### src/rtl/serial_sub.sv
// serial_sub: bit-serial WIDTH-bit subtractor, LSB first; SERIAL_SUB_OVF_EN adds the ovf port
module serial_sub #(
  parameter int WIDTH = 8
) (
  input  logic             clk,
  input  logic             rst_n,
  input  logic             start,
  input  logic [WIDTH-1:0] a,
  input  logic [WIDTH-1:0] b,
  input  logic             bin,
  output logic [WIDTH-1:0] diff,
  output logic             borrow_out,
  output logic             busy,
  output logic             done
`ifdef SERIAL_SUB_OVF_EN
  , output logic           ovf
`endif
);
  localparam int CW = $clog2(WIDTH);
  typedef enum logic [1:0] {IDLE, SHIFT, DONE} state_t;
  state_t state, nxt;
  logic [WIDTH-1:0] a_sh, b_sh, res;
  logic [CW-1:0] cnt;
  logic br, d, bo, last;
  assign d = a_sh[0] ^ b_sh[0] ^ br;
  assign bo = (~a_sh[0] & b_sh[0]) | (~(a_sh[0] ^ b_sh[0]) & br);
  assign last = cnt == CW'(WIDTH - 1);
  always_ff @(posedge clk or negedge rst_n)
    if (!rst_n) state <= IDLE;
    else state <= nxt;
  always_comb begin
    nxt = state == IDLE ? (start ? SHIFT : IDLE) : state == SHIFT ? (last ? DONE : SHIFT) : IDLE;
    busy = state == SHIFT;
    done = state == DONE;
  end
  always_ff @(posedge clk or negedge rst_n)
    if (!rst_n) begin
      a_sh <= '0;
      b_sh <= '0;
      res <= '0;
      br <= 1'b0;
      cnt <= '0;
      diff <= '0;
      borrow_out <= 1'b0;
    end else if (state == IDLE && start) begin
      a_sh <= a;
      b_sh <= b;
      br <= bin;
      cnt <= '0;
      res <= '0;
    end else if (state == SHIFT) begin
      res <= {d, res[WIDTH-1:1]};
      a_sh <= a_sh >> 1;
      b_sh <= b_sh >> 1;
      br <= bo;
      cnt <= cnt + 1'b1;
      if (last) begin
        diff <= {d, res[WIDTH-1:1]};
        borrow_out <= bo;
      end
    end
`ifdef SERIAL_SUB_OVF_EN
  logic [1:0] msb;
  always_ff @(posedge clk or negedge rst_n)
    if (!rst_n) begin
      msb <= 2'b00;
      ovf <= 1'b0;
    end else if (state == IDLE && start) msb <= {a[WIDTH-1], b[WIDTH-1]};
    else if (state == SHIFT && last) ovf <= (msb[1] != msb[0]) && (d != msb[1]);
`endif
endmodule

### config.mk
export PLATFORM = sky130hd
export DESIGN_NAME = serial_sub
export DESIGN_NICKNAME = d
export VERILOG_FILES = /design/src/rtl/serial_sub.sv
export SDC_FILE = /design/constraint.sdc
export NUM_CORES = 1
export LEC_CHECK = 0
export CORE_MARGIN = 10
export CORE_UTILIZATION = 50
export DETAILED_ROUTE_END_ITERATION = 8
export DONT_BUFFER_PORTS = 1
export SLEW_MARGIN = 20
export SYNTH_ARGS = -nofsm -noshare
export SYNTH_HDL_FRONTEND = slang
export SYNTH_SLANG_ARGS = --single-unit
### constraint.sdc
create_clock -name clk -period 4.18 [get_ports clk]
set_input_delay 0.627 -clock clk [delete_from_list [all_inputs] [get_ports clk]]
set_output_delay 0.627 -clock clk [all_outputs]
set_load 0.02 [all_outputs]
==> results.toml <==
[outcome]
status = "finished clean"

[floorplanning]
start_util = 0.516
fp.dieArea_um2 = 6190
fp-row-count = 21
die_h_um = 78.7
die_w_um = 78.7
ioPinCount = 31
coreArea_um2 = 3340

[timing]
period_share = 0.602
period_minus_slack_ns = 2.52
maxSlewHeadroom = 0.450
skew_ns = 0.00570
drv_slew = 0
fmax_mhz = 398
setup_tns_ns = 0
finalHoldViolCount = 0
tightestPinTransition_ns = 0.826
setup_viol = 0
rsz0062_at_grt = "false"
final.setup.worst_slack_ns = 1.66

[detailed_routing]
drtPass1Iterations = 4
wl_per_cell_um = 17.6
drt-initial-drc-count = 60
drt_wl_total_um = 3190
viasPerCell = 5.80
vias = 1050
ant_nets = 0
drc = 0

[synthesis]
synthTopCellsByArea = "dfrtp_1 55%, nor4b_1 6.1%, mux2_1 5.2%"
synth-seq-cells = 38
post-synth-top-area-fraction = 0.552
synth_cells = 136
syn_nets = 159
avgSynthCellArea_um2 = 12.7
syn_area_um2 = 1720
yosysUniqueCellTypes = 30
synth_largest_area_cell = "dfrtp_1"
yosysWarnings = 0
synth.yosys.seq_area_share = 0.552

[cts]
cts_buffer_depth = 2
cts_tree = "yes"
htreeDepth = 2
cts_root_buf = "clkbuf_4"
clk_pin_slew_ns = 0.11
clock_latency_ns = 0.34
clock_sinks = 38
cts_made_buffers = 5

[power_and_ir_drop]
p_leak_nw = 0.835
p_per_area_nw_per_um2 = 780
ir_worst_vdd_v = 0.000310

[critical_path]
arrival_ns = 1.89
endpoint_kind = "output pin"
crit_path_start_kind = "flop"
critPathKind = "reg2out"
cp.required_ns = 3.55
critPathMaxFanout = 30

[grt]
grt_pass1_wl_um = 5410
grt_max_degree = 39
grt-ovfl-total = 0
first_global_vias = 1048
grt_usage = 0.110
antenna_found_initial = 1

[placement]
dp.cells = 171
io_buffer_count = 0
dp_hpwl_um = 2160
dp_slack_ns = 2.04
place_congestion = 0.686

[cells_and_area]
fin_cells = 181
final_nets = 156
area_growth_pct = 7.63
final_common_cell = "dfrtp_1"
layout_common_cells = "38 x dfrtp_1, 14 x inv_1, 12 x nor4b_1, 9 x a22o_1, 8 x mux2_1"
drive_gt1_frac = 0.127

[hold_path]
hold_class = "in2async"

[run]
cap_violations = 0
[path summary, 6_finish.rpt]
path | startpoint | endpoint | cells past startpoint | slack (ns)
worst min register to register | cnt[0] | cnt[0] | 1 | 0.50
worst max-delay path | state[0] | busy | 2 | 1.66
worst max register to register | state[0] | diff[0] | 2 | 2.07
worst min-delay path | rst_n | a_sh[7] | 1 | 0.11
min in group clk | start | b_sh[7] | 1 | 0.40
max in group asynchronous | rst_n | a_sh[3] | 1 | 3.88
[Yosys cell counts (all sizes together)]
master / instances
dfrtp: 38
inv: 16
nor4b: 12
buf: 11
a22o: 9
a221oi: 8
mux2: 8
nor3b: 5
a211oi: 4
nand2b: 3
o221a: 3
or4b: 3
ha: 2
mux2i: 2
a211o: 1
a21oi: 1
clkbuf: 1
fa: 1
nand2: 1
nand3b: 1
nand4bb: 1
nor2b: 1
nor4bb: 1
o21ba: 1
o21bai: 1
o311ai: 1
[cells by family after synthesis]
kind of cell,count (synthesis),synth area share
compound gates,29,0.150
fa+ha+maj,3,0.0261
flops,38,0.552
simple gates,28,0.134
buf+inv,28,0.0741
mux,10,0.0639
[critical path, stage by stage (launching register included)]
cell and delay, ns:
dfrtp_1 0.90, nand2b_1 0.26, inv_2 0.38
[layout make-up]
| type | instances | area (µm²) |
|---|---|---|
| diodes | 1 | 2.50 |
| well taps | 46 | 57.6 |
| fillers | 303 | 1480 |
| multi-input cells | 70 | 644 |
| clock buffers | 6 | 51.3 |
| inverters | 16 | 60.1 |
| repair buffers | 2 | 27.5 |
| flip-flops and latches | 38 | 951 |
| clock inverters | 2 | 60.1 |
[registers in the layout, summed over array words and instances, names as in the netlist]
register and flops:
a_sh 8, cnt 3, br 1, b_sh 8, state 2, res 7
borrow_out 1, diff 8
[through the flow]
stage	utilization	hold slack, ns	total power [mW]	cell area, µm²
2_1_floorplan	-	0.331	1.06	1720
3_3_place_gp	0.516	0.333	1.12	1720
3_5_place_dp	0.516	0.333	1.13	1720
4_1_cts	0.555	0.101	1.47	1850
5_1_grt	0.556	0.0993	1.57	1850
6_report	0.556	0.112	1.45	1850
[layer usage]
metal | up-vias | wire length (µm) | global-route usage
li1 | 495 | - | -
met1 | 520 | 1430 | 0.143
met2 | 30 | 1470 | 0.154
met3 | 5 | 250 | 0.0484
met4 | 0 | 39 | 0.0484
met5 | - | 0 | 0
[report_power, final]
part | switching, mW | leakage (nW) | internal, mW | total, mW
Combinational | 0.196 | 0.314 | 0.215 | 0.411
Clock | 0.117 | 0.0585 | 0.203 | 0.320
Sequential | 0.181 | 0.463 | 0.534 | 0.715
[timing repair]
item / CTS / global route
setup buffers: 0 / 0
gates resized for setup: 0 / 0
endpoints found under the hold margin: 38 / 0
hold buffers: 1 / 0
No activity file was read; power rests on OpenSTA's default activity.
